### config.mk
export PLATFORM = sky130hd
export DESIGN_NAME = frog_hopper
export DESIGN_NICKNAME = d
export VERILOG_FILES = /design/src/rtl/frog_pkg.sv /design/src/rtl/frog_btn_arm.sv /design/src/rtl/frog_hopper.sv
export SDC_FILE = /design/constraint.sdc
export NUM_CORES = 1
export LEC_CHECK = 0
export CORE_ASPECT_RATIO = 1.4
export CORE_MARGIN = 1.5
export CORE_UTILIZATION = 36
export CTS_BUF_LIST = sky130_fd_sc_hd__clkbuf_8
export DETAILED_ROUTE_END_ITERATION = 10
export PLACE_DENSITY = 0.69
export SYNTH_ARGS = -nofsm -noshare
export SYNTH_HDL_FRONTEND = slang
export SYNTH_SLANG_ARGS = --single-unit
### constraint.sdc
create_clock -name i_clk -period 7.2 [get_ports i_clk]
set_input_delay 1.44 -clock i_clk [delete_from_list [all_inputs] [get_ports i_clk]]
set_output_delay 1.44 -clock i_clk [all_outputs]
set_load 0.005 [all_outputs]
### src/rtl/frog_pkg.sv
// Shared types and defaults for the frog sprite controller.
package frog_pkg;

    typedef enum logic [1:0] {
        ST_IDLE  = 2'd0,
        ST_HOP   = 2'd1,
        ST_DYING = 2'd2,
        ST_OVER  = 2'd3
    } state_t;

    // Direction codes double as priority order (lowest code wins).
    typedef enum logic [1:0] {
        DIR_UP    = 2'd0,
        DIR_DOWN  = 2'd1,
        DIR_LEFT  = 2'd2,
        DIR_RIGHT = 2'd3
    } dir_t;

    localparam int NUM_DIRS     = 4;
    localparam int COORD_W      = 12;
    localparam int DEF_D_WIDTH  = 640;
    localparam int DEF_D_HEIGHT = 480;

endpackage

### src/rtl/frog_btn_arm.sv
// Per-direction arm latch: a button must be seen released before it can start a hop.
module frog_btn_arm (
    input  logic i_clk,
    input  logic i_rst,
    input  logic tick,
    input  logic btn_n,
    input  logic take,
    output logic armed
);

    // Arm on a released sample, disarm when the direction is consumed.
    always_ff @(posedge i_clk) begin
        if (i_rst)
            armed <= 1'b0;
        else if (tick) begin
            if (take)
                armed <= 1'b0;
            else if (btn_n)
                armed <= 1'b1;
        end
    end

endmodule

### src/rtl/frog_hopper.sv
// Player sprite controller: grid hops, bounds clamping, lives, respawn blink, goal scoring.
module frog_hopper
    import frog_pkg::*;
#(
    parameter int H_WIDTH        = 11,
    parameter int H_HEIGHT       = 11,
    parameter int IX             = 320,
    parameter int IY             = 460,
    parameter int D_WIDTH        = DEF_D_WIDTH,
    parameter int D_HEIGHT       = DEF_D_HEIGHT,
    parameter int STEP           = 20,
    parameter int HOP_FRAMES     = 4,
    parameter int LIVES          = 3,
    parameter int RESPAWN_FRAMES = 60,
    parameter int GOAL_Y         = 40
) (
    input  logic        i_clk,
    input  logic        i_rst,
    input  logic        i_ani_stb,
    input  logic        i_animate,
    input  logic        i_up_n,
    input  logic        i_down_n,
    input  logic        i_left_n,
    input  logic        i_right_n,
    input  logic        i_dead,
    output logic [11:0] o_x1,
    output logic [11:0] o_x2,
    output logic [11:0] o_y1,
    output logic [11:0] o_y2,
    output logic        o_visible,
    output logic        o_busy,
    output logic [3:0]  o_lives,
    output logic [7:0]  o_score,
    output logic        o_goal,
    output logic        o_game_over
);

    localparam logic [11:0] HW      = 12'(H_WIDTH);
    localparam logic [11:0] HH      = 12'(H_HEIGHT);
    localparam logic [11:0] DELTA   = 12'(STEP / HOP_FRAMES);
    localparam logic [11:0] UP_MIN  = 12'(H_HEIGHT + STEP);
    localparam logic [11:0] DN_MAX  = 12'(D_HEIGHT - 1 - STEP - H_HEIGHT);
    localparam logic [11:0] LT_MIN  = 12'(H_WIDTH + STEP);
    localparam logic [11:0] RT_MAX  = 12'(D_WIDTH - 1 - STEP - H_WIDTH);
    localparam logic [11:0] GOAL_YC = 12'(GOAL_Y);
    localparam logic [11:0] SPAWN_X = 12'(IX);
    localparam logic [11:0] SPAWN_Y = 12'(IY);

    state_t      state;
    dir_t        dir;
    logic [11:0] x, y, nx, ny;
    logic [3:0]  cnt, lives;
    logic [7:0]  rcnt, rcnt_n, score;
    logic        vis, goal, dead_l, dead_eff, tick;

    logic [NUM_DIRS-1:0] btn_n, armed, ready, sel_oh, take;
    logic                sel_valid, on_screen, start;
    dir_t                sel_dir;

    assign tick     = i_ani_stb & i_animate;
    assign dead_eff = dead_l | i_dead;
    assign btn_n    = {i_right_n, i_left_n, i_down_n, i_up_n};
    assign ready    = ~btn_n & armed;
    assign rcnt_n   = rcnt + 8'd1;

    // Any consideration of a direction in IDLE consumes it, hop or not.
    assign start = tick && (state == ST_IDLE) && !dead_eff && sel_valid;
    assign take  = {NUM_DIRS{start}} & sel_oh;

    for (genvar g = 0; g < NUM_DIRS; g++) begin : g_arm
        frog_btn_arm u_arm (
            .i_clk (i_clk),
            .i_rst (i_rst),
            .tick  (tick),
            .btn_n (btn_n[g]),
            .take  (take[g]),
            .armed (armed[g])
        );
    end

    // Priority pick up > down > left > right, plus the bounds check for the pick.
    always_comb begin
        sel_valid = 1'b1;
        sel_oh    = '0;
        sel_dir   = DIR_UP;
        on_screen = 1'b0;
        if (ready[0])      begin sel_oh = 4'b0001; sel_dir = DIR_UP;    on_screen = (y >= UP_MIN); end
        else if (ready[1]) begin sel_oh = 4'b0010; sel_dir = DIR_DOWN;  on_screen = (y <= DN_MAX); end
        else if (ready[2]) begin sel_oh = 4'b0100; sel_dir = DIR_LEFT;  on_screen = (x >= LT_MIN); end
        else if (ready[3]) begin sel_oh = 4'b1000; sel_dir = DIR_RIGHT; on_screen = (x <= RT_MAX); end
        else sel_valid = 1'b0;
    end

    // One hop increment along the latched direction.
    always_comb begin
        nx = x;
        ny = y;
        case (dir)
            DIR_UP:    ny = y - DELTA;
            DIR_DOWN:  ny = y + DELTA;
            DIR_LEFT:  nx = x - DELTA;
            DIR_RIGHT: nx = x + DELTA;
        endcase
    end

    // Collision latch: holds a pulse until the next frame; deaf while dying or over.
    always_ff @(posedge i_clk) begin
        if (i_rst || state == ST_DYING || state == ST_OVER || tick)
            dead_l <= 1'b0;
        else if (i_dead)
            dead_l <= 1'b1;
    end

    // Main controller.
    always_ff @(posedge i_clk) begin
        if (i_rst) begin
            state <= ST_IDLE;
            dir   <= DIR_UP;
            x     <= SPAWN_X;
            y     <= SPAWN_Y;
            cnt   <= '0;
            rcnt  <= '0;
            lives <= 4'(LIVES);
            score <= '0;
            vis   <= 1'b1;
            goal  <= 1'b0;
        end else begin
            goal <= 1'b0;
            if (tick) begin
                case (state)
                    ST_IDLE, ST_HOP: begin
                        if (dead_eff) begin
                            state <= ST_DYING;
                            lives <= (lives != 4'd0) ? lives - 4'd1 : 4'd0;
                            rcnt  <= '0;
                            vis   <= 1'b1;
                        end else if (state == ST_IDLE) begin
                            if (sel_valid && on_screen) begin
                                state <= ST_HOP;
                                dir   <= sel_dir;
                                cnt   <= '0;
                            end
                        end else if (cnt + 4'd1 == 4'(HOP_FRAMES)) begin
                            state <= ST_IDLE;
                            if (ny - HH <= GOAL_YC) begin
                                score <= (score != 8'hFF) ? score + 8'd1 : score;
                                goal  <= 1'b1;
                                x     <= SPAWN_X;
                                y     <= SPAWN_Y;
                            end else begin
                                x <= nx;
                                y <= ny;
                            end
                        end else begin
                            x   <= nx;
                            y   <= ny;
                            cnt <= cnt + 4'd1;
                        end
                    end
                    ST_DYING: begin
                        if (rcnt_n == 8'(RESPAWN_FRAMES)) begin
                            vis <= 1'b1;
                            if (lives == 4'd0)
                                state <= ST_OVER;
                            else begin
                                state <= ST_IDLE;
                                x     <= SPAWN_X;
                                y     <= SPAWN_Y;
                            end
                        end else begin
                            rcnt <= rcnt_n;
                            vis  <= ~rcnt_n[2];
                        end
                    end
                    default: ;
                endcase
            end
        end
    end

    assign o_x1        = x - HW;
    assign o_x2        = x + HW;
    assign o_y1        = y - HH;
    assign o_y2        = y + HH;
    assign o_visible   = vis;
    assign o_busy      = (state == ST_HOP);
    assign o_lives     = lives;
    assign o_score     = score;
    assign o_goal      = goal;
    assign o_game_over = (state == ST_OVER);

endmodule
# == Yosys cells after proc, flatten, opt, wreduce, memory -nomap -nowiden ==
# Cells that the tools add are included.
# totals
ff_bits,59
elab_cells,152
inputBits,9
out_inout_bits,64
# classes
eq_ne,19
bitwise_logic,11
addsub,13
mux,58
n_lt_le_gt_ge,5
reduce_logical,31
# op_table
operator,n
$mux 12,12
$pmux 12 s2,4
$sub 12x4->12 const B,3
$mux 4,8
$add 12x3->12 const B,2
$add 12x4->12 const B,2
$ge 12x5->1 const B,2
$sub 12x3->12 const B,2
$mux 2,10
$mux 1,19
$add 8x1->8 const B,2
$mux 8,2
$pmux 8 s2,1
$reduce_and 5->1,3
$le 12x10->1 const B,1
$le 12x6->1 const B,1
$le 12x9->1 const B,1
$ne 2x2->1 const B,6
$reduce_bool 2->1,5
$and 4x4->4,2
$eq 2x2->1 const B,4
$eq 8x6->1 const B,1
$ne 4x4->1 const B,2
$ne 8x8->1 const B,1
24 further kinds,41

# == Longest topological paths before layout ==
# Gate-level depths: netlist of run 1.
# depth
word_depth,11
mapped_depth,14
depth_no_buf,12

# == Cells and area by module ==
# Synthesis of run 1 repeated with hierarchy kept, for this count alone.
# hier_totals
cells_unflattened,630
area_unflattened_um2,4839.6
# modules_own_cells
mod,n_inst,area_each_um2,seq_area_each_um2,cells_per_inst
frog_hopper,1,4709.5,1101.1,618
frog_btn_arm,4,32.5,20.0,3

# == Least setup slack after synthesis of run 1 ==
# No wires, ideal clock.
# synth_path
kind,flip-flop to flip-flop
startpoint,register dir[1]
endpoint,register score[7] (netlist: o_score[7])
required_time_ns,7.077
path_buffers,2
arrival_ns,3.543
synth_period_minus_slack_ns,3.666
slack_ns,3.534
stages_incl_launch_ff,15
setup_ns,0.123
path_cell_list,dfxtp_1 -> clkinv_1 -> nand2_1 -> inv_1 -> ha_1 -> a211oi_2 -> o211ai_2 -> a211oi_2 -> nor3_1 -> or2_1 -> buf_2 -> or3_4 -> buf_6 -> nor4_2 -> mux2_1
# synth_between
elab_chain_cells,5
word_cells_on_any_way,6
cone_classes,add/sub: 1; order compare: 1; eq/ne: 1; mux: 1; reduce/logical: 2
# synth_lines
item,line,text
start: declaration,frog_hopper.sv:50,dir_t dir;
start signal: assignment,frog_hopper.sv:140,dir <= sel_dir;
$eq 2x1->1 / $logic_not 2->1 (equally long branches),frog_hopper.sv:98,case (dir)
$pmux 12 s2 *,frog_hopper.sv:98,
$sub 12x4->12 *,frog_hopper.sv:145,if (ny - HH <= GOAL_YC) begin
$le 12x6->1 *,frog_hopper.sv:145,
$reduce_and 7->1 (no source line) *,-,
end signal: assignment,frog_hopper.sv:146,score <= (score != 8'hFF) ? score + 8'd1 : score;
end: declaration,frog_hopper.sv:53,"logic [7:0] rcnt, rcnt_n, score;"
# Mark *: on every way between the ends. The rest lies on a longest branch, timed or not.
# A chain may end at the register's enable or synchronous reset.

# == Worst setup path after layout of run 1 ==
# layout_path
startpoint,register dir[1]
endpoint,register x[8]
# layout_between
elab_chain_cells,9
word_cells_on_any_way,13
cone_classes,add/sub: 1; order compare: 1; eq/ne: 3; mux: 7; reduce/logical: 1
# layout_lines
item,line,text
$eq 2x1->1 / $logic_not 2->1 (equally long branches),frog_hopper.sv:98,
$pmux 12 s2,frog_hopper.sv:98,
$sub 12x4->12,frog_hopper.sv:145,
$le 12x6->1,frog_hopper.sv:145,
$mux 12,frog_hopper.sv:145,
$mux 12 *,frog_hopper.sv:143,end else if (cnt + 4'd1 == 4'(HOP_FRAMES)) begin
$mux 12 *,frog_hopper.sv:137,end else if (state == ST_IDLE) begin
$mux 12 *,frog_hopper.sv:132,if (dead_eff) begin
$pmux 12 s2 *,frog_hopper.sv:130,case (state)
end signal: assignment,frog_hopper.sv:151,x <= nx;
end signal: assignment,frog_hopper.sv:155,x <= nx;
end: declaration,frog_hopper.sv:51,"logic [11:0] x, y, nx, ny;"
# Mark *: on every way between the ends. The rest lies on a longest branch, timed or not. The select of a mux whose other input is x is not followed.

==> flow_summary.json, run 1 <==
{
  "p_int_w": 0.0005561,
  "hold_viol": 0,
  "hold_path_depth": 2,
  "rsz0062_at_grt": "no",
  "gr-total-overflow": 0,
  "r2r_start": "dir[1]",
  "dieArea_um2": 14770,
  "p_seq_frac": 0.438,
  "cts_buffer_depth": 2,
  "cp_slowest_cell": "or2_1",
  "max_stage_delay_ns": 0.72,
  "initial_core_util": 0.3667,
  "hpwlAfterDp_um": 9797,
  "gp_congestion": 0.8780,
  "dieWidth_um": 103.1,
  "path_max_fanout": 24,
  "cp_data_arrival_time_ns": 4.74,
  "antenna_left": 0,
  "synth_top_area_frac": 0.2337,
  "hold_path_end": "g_arm[0].u_arm.armed",
  "ios": 73,
  "finalPower_w": 0.0007791,
  "avgSynthCellArea_um2": 7.590,
  "viasPerCell": 5.641,
  "synth_area_leader_cell": "dfxtp_1",
  "grt_max_degree": 42,
  "synth_edf_count": 0,
  "placementRows": 51,
  "final_cell_mix": "72 x clkdlybuf4s50_1, 59 x nor2_1, 59 x dfxtp_1, 56 x nand2_1, 44 x a21oi_1",
  "vias": 5060,
  "die_h_um": 143.2,
  "clkPwrFrac": 0.405,
  "setup_tns_ns": 0,
  "cts.repair.resized": 0,
  "cts.sinks": 59,
  "slew_headroom": 0.3122,
  "drt_iter0_markers": 318,
  "clock_skew_ns": 0.01408,
  "wl_per_cell_um": 15.09,
  "synth_area_leaders": "dfxtp_1 23%, ha_1 7.7%, xnor2_1 5.5%, nor2_1 4.4%, a21oi_1 4.4%",
  "outcome": "finished, final reports clean",
  "swShare": 0.2862,
  "async_flop_share": 0,
  "grt.total_usage": 0.1900,
  "ys_warn_count": 0,
  "slew_viol_final": 0,
  "drt_wl_total_um": 13540,
  "p_leak_nw": 2.138,
  "dr.pass1.iters": 5,
  "required_ns": 7.44,
  "drv_cap": 0,
  "synth-seq-cells": 59,
  "ir_drop_mv": 0.08728,
  "htreeDepth": 3,
  "comb_power_share": 0.157,
  "synthFlopType": "dfxtp_1",
  "grt_pass1_wl_um": 22670,
  "drc_errors": 0,
  "cp_num_buf_inv": 3,
  "worst_slew_pin_slew_ns": 1.027,
  "hold_start": "g_arm[0].u_arm.armed",
  "worstPathCellList": "buf_4 -> clkinv_1 -> nand2_1 -> inv_1 -> ha_1 -> a211oi_2 -> o211ai_2 -> and4_1 -> nor3_1 -> or2_1 -> o211ai_1 -> o221a_2",
  "rr_worst_depth": 12,
  "cts_tree": "built",
  "seq_area_frac_synth": 0.2337,
  "portBuffers": 72,
  "syn_to_final_growth_pct": 19.70,
  "max_freq_mhz": 222.1,
  "hold_slack_ns": 0.4763,
  "crit_family": "simple AND/OR/NAND/NOR gates",
  "p_switching_w": 0.0002230,
  "worstHoldPathType": "flop to flop",
  "yosysUniqueCellTypes": 71,
  "pre_cts_ws_ns": 2.746,
  "clk_pin_slew_ns": 0.08,
  "end_kind": "flop",
  "postLayoutCoreUtil": 0.4390,
  "layout_setup_ws_ns": 2.698,
  "ctsHoldBuffers": 0,
  "finalSetupViolations": 0,
  "synth_area_um2": 5055,
  "fin_crit_sh": 0.6253,
  "syn-num-nets": 708,
  "final_common_cell": "clkdlybuf4s50_1",
  "syn_inst": 666,
  "r2r_slack_ns": 2.70,
  "startpoint_type": "flop",
  "core_area_um2": 13780,
  "post-cts-setup-buffer-count": 0,
  "worstReg2RegEnd": "x[8]",
  "grt_pass1_vias": 4714,
  "diodes": 0,
  "final_nets": 749,
  "power_density_nw_per_um2": 128.8,
  "layout-drive-gt1-share": 0.05758,
  "crit_type": "flop to flop",
  "clk_latency_ns": 0.34,
  "finalCriticalPeriod_ns": 4.502,
  "root_buffer": "clkbuf_8",
  "antenna_found_initial": 0,
  "cts_buffers": 9
}
-- power groups by stage --
stage	Sequential, W	Clock [W]	Combinational, W
final	0.000341	0.000315	0.000123
after global routing	0.000343	0.000330	0.000139
after detailed placement	0.000349	0	0.000123
after CTS	0.000341	0.000318	0.000124
after global placement	0.000349	0	0.000122
after floorplan	0.000345	0	0.0000758
-- tightest hold or removal path, cell delays in order, from the launching register on --
cell	delay (ns)
dfxtp_1	0.31
o21ai_0	0.06
a21oi_1	0.06
-- cells by family after synthesis --
| family | synth area share |
|---|---|
| multiplexers | 0.01881 |
| flip-flops | 0.2337 |
| XOR/XNOR | 0.09876 |
| buffers and inverters | 0.05866 |
| AND/OR/NAND/NOR | 0.2532 |
| AO/OA/AOI/OAI | 0.2522 |
| adder cells (fa/ha/maj) | 0.08465 |
-- sequential cells by signal, indices dropped and copies added, names as in the netlist, 2 cells and up --
name               cells
rcnt                   8
state                  2
y                     12
o_lives                4
dir                    2
g_arm.u_arm.armed      4
cnt                    4
x                     12
o_score                8
-- area by class of cell --
| class | count | area (µm²) |
|---|---|---|
| multi-input cells | 534 | 3577 |
| inverters | 25 | 93.84 |
| well taps | 185 | 231.5 |
| fillers | 1458 | 7732 |
| repair buffers | 78 | 765.7 |
| flip-flops and latches | 59 | 1181 |
| clock buffers | 9 | 123.9 |
| clock inverters | 7 | 77.57 |
-- cell usage after synthesis, drive strengths merged (5+ instances only) --
library cell  number
nand2             56
inv               24
nand2b            14
or2                7
dfxtp             59
and3              10
and2               5
nor2              59
nor2b              9
ha                31
a21o               6
o2111ai           16
o31ai              7
a22oi              5
a21oi             44
or4                6
clkbuf            37
o211ai            18
nor4              11
or3                8
o21ai             38
nor3              22
a211oi             9
xnor2             32
nand3             19
mux2i              5
xor2              25
buf               11
nand4              9
a31oi              8
-- stage by stage --
step	area, µm²	instances
global route	6051	897
global placement	5849	881
detailed placement	5849	881
CTS	6051	897
floorplan	5055	666
finish	6051	897
-- worst max-delay path by stage --
stage | from | end | slack, ns | depth (start not counted)
2_1_floorplan | dir[1] | o_score[7] | 3.53 | 14
3_3_place_gp | dir[1] | x[6] | 2.84 | 12
3_5_place_dp | dir[1] | x[8] | 2.75 | 12
4_1_cts | dir[1] | x[8] | 2.76 | 12
5_1_grt | dir[1] | x[8] | 2.31 | 12
6_report | dir[1] | x[8] | 2.70 | 12
-- layer usage --
layer,vias up,share of wire,GRT usage
met1,2356,0.44,0.2480
met3,22,0.046,0.02349
met2,155,0.49,0.3231
li1,2527,-,-
met4,0,0.021,0.05761
met5,-,0,0
Note: power is estimated with default switching activity, not from simulation.
==> run 2, diff against run 1 <==
- PLACE_DENSITY: 0.69 -> 0.71
- clock period: 7.2 -> 3.8 ns (I/O delays scaled with it)
==> run 2 against run 1 <==
Critical path depth unchanged. Sequential power rose by 90%. Sequential share of layout area decreased by 0.40 points. First-iteration DRC count increased by 15%. Highest routed layer unchanged.
==> flow_summary.json, run 2 (same netlist as run 1, synthesis figures left out) <==
{
  "outcome": "finished, final reports clean",
  "cts_tree": "built",
  "startpoint_type": "flop",
  "setup_tns_ns": 0,
  "worstHoldPathType": "flop to flop",
  "fin_area_um2": 6178,
  "drt_iter0_markers": 366,
  "drv_cap": 0,
  "cts.sinks": 59,
  "post-cts-setup-buffer-count": 0,
  "fill_cells": 1418,
  "drt_wl_total_um": 13620,
  "required_ns": 4.04,
  "clock_skew_ns": 0.01072,
  "multi_input_area_um2": 3577,
  "initial_core_util": 0.3667,
  "ff_latch_area_um2": 1181,
  "cts_buffers": 9,
  "path_max_fanout": 38,
  "stdcell_count": 909,
  "gr-max-usage-layer": "met2",
  "syn_to_final_growth_pct": 22.23,
  "cp_slowest_cell": "dfxtp_1",
  "use_met3": 0.02447,
  "dr.pass1.iters": 5,
  "grt_pass1_wl_um": 22150,
  "clk_latency_ns": 0.35,
  "ios": 73,
  "grt_pass1_vias": 4663,
  "slew_headroom": 0.5616,
  "power_density_nw_per_um2": 249.9,
  "p_leak_nw": 2.209,
  "vias": 5050,
  "slew_viol_final": 0,
  "final_cell_mix": "72 x clkdlybuf4s50_1, 59 x nor2_1, 59 x dfxtp_1, 56 x nand2_1, 44 x a21oi_1",
  "placedCellCount": 893,
  "clk_pin_slew_ns": 0.08,
  "hold_viol": 0,
  "die_h_um": 143.2,
  "rsz0062_at_grt": "no",
  "grtUsageMet1": 0.2450,
  "max_freq_mhz": 285.6,
  "ir_drop_mv": 0.1602,
  "viasPerCell": 5.556,
  "crit_type": "flop to flop",
  "antenna_found_initial": 0,
  "diodes": 0,
  "grt_max_degree": 39,
  "gr-total-overflow": 0,
  "hpwlAfterDp_um": 10090,
  "finalCriticalPeriod_ns": 3.502,
  "final_common_cell": "clkdlybuf4s50_1",
  "post_dp_cell_area_um2": 5952,
  "dieWidth_um": 103.1,
  "wl_per_cell_um": 14.98,
  "worstPathCellList": "nand2_1 -> buf_4 -> ha_1 -> and3_1 -> o21ai_0 -> or3_4 -> a211oi_4 -> xor2_1 -> nand4_1 -> buf_12 -> nor4_2 -> mux2_1",
  "core_area_um2": 13780,
  "finalSetupViolations": 0,
  "worst_slew_pin_slew_ns": 0.6555,
  "grt.total_usage": 0.1872,
  "top_regs": "x: 12 flops, y: 12 flops",
  "htreeDepth": 3,
  "placementRows": 51,
  "gr-usage-met2": 0.3148,
  "cts.repair.resized": 0,
  "ctsHoldBuffers": 0,
  "cts_buffer_depth": 2,
  "hold_slack_ns": 0.4790,
  "final_nets": 761,
  "portBuffers": 72,
  "drc_errors": 0,
  "cp_data_arrival_time_ns": 3.74,
  "max_stage_delay_ns": 0.39,
  "gp_congestion": 0.8596,
  "end_kind": "flop",
  "fin_crit_sh": 0.9215,
  "layout-drive-gt1-share": 0.07320,
  "antenna_left": 0,
  "root_buffer": "clkbuf_8",
  "dieArea_um2": 14770
}
## run 2: changes by cell type in the layout (fill, tap and decap cells not counted)
| cell | change |
|---|---|
| clkbuf_8 | +1 |
| buf_12 | +1 |
| clkinv_4 | -2 |
| inv_6 | -1 |
| clkinvlp_4 | +1 |
| buf_4 | +11 |
| bufinv_16 | +1 |
## run 2: routing by layer
layer	up-vias	wire [µm]
met5	-	0
met4	0	240
li1	2546	-
met2	173	6493
met1	2307	6116
met3	24	767
## run 2: path summary, 6_finish.rpt
kind                          end  depth (start not counted)  slack [ns]            startpoint
max                    o_score[5]                         12        0.30                dir[0]
max reg2reg            o_score[5]                         12        0.30                dir[0]
min          g_arm[0].u_arm.armed                          2        0.48  g_arm[0].u_arm.armed
min reg2reg  g_arm[0].u_arm.armed                          2        0.48  g_arm[0].u_arm.armed
## run 2: final cells by class
cell class	count	area share
multi-input cells	534	0.5790
flip-flops and latches	59	0.1912
repair buffers	90	0.1405
well taps	185	0.03746
clock buffers	10	0.02228
inverters	25	0.01519
clock inverters	6	0.01438
## run 2: power by group
part	total [W]	internal (W)	switching, W
logic	0.000230	0.000118	0.000112
clock network	0.000666	0.000387	0.000279
registers	0.000647	0.000629	0.0000185
total	0.00154	0.00113	0.000410
## run 2: worst max-delay path, delay by kind of cell (launching register included)
kind / cells / cell delay, ns
buf+inv: 2 / 0.45
simple gates: 5 / 1.21
flops: 1 / 0.39
compound gates: 2 / 0.42
fa+ha+maj: 1 / 0.38
mux: 1 / 0.34
xor+xnor: 1 / 0.18
## run 2: through the flow
stage          power [W]  setup WS [ns]  utilization
5_1_grt         0.001608        0.09277       0.4483
6_report        0.001544         0.2982       0.4483
4_1_cts         0.001553         0.3067       0.4483
3_3_place_gp   0.0008900         0.4198       0.4318
3_5_place_dp   0.0008917         0.3435       0.4318
2_1_floorplan  0.0007979         0.1335            -
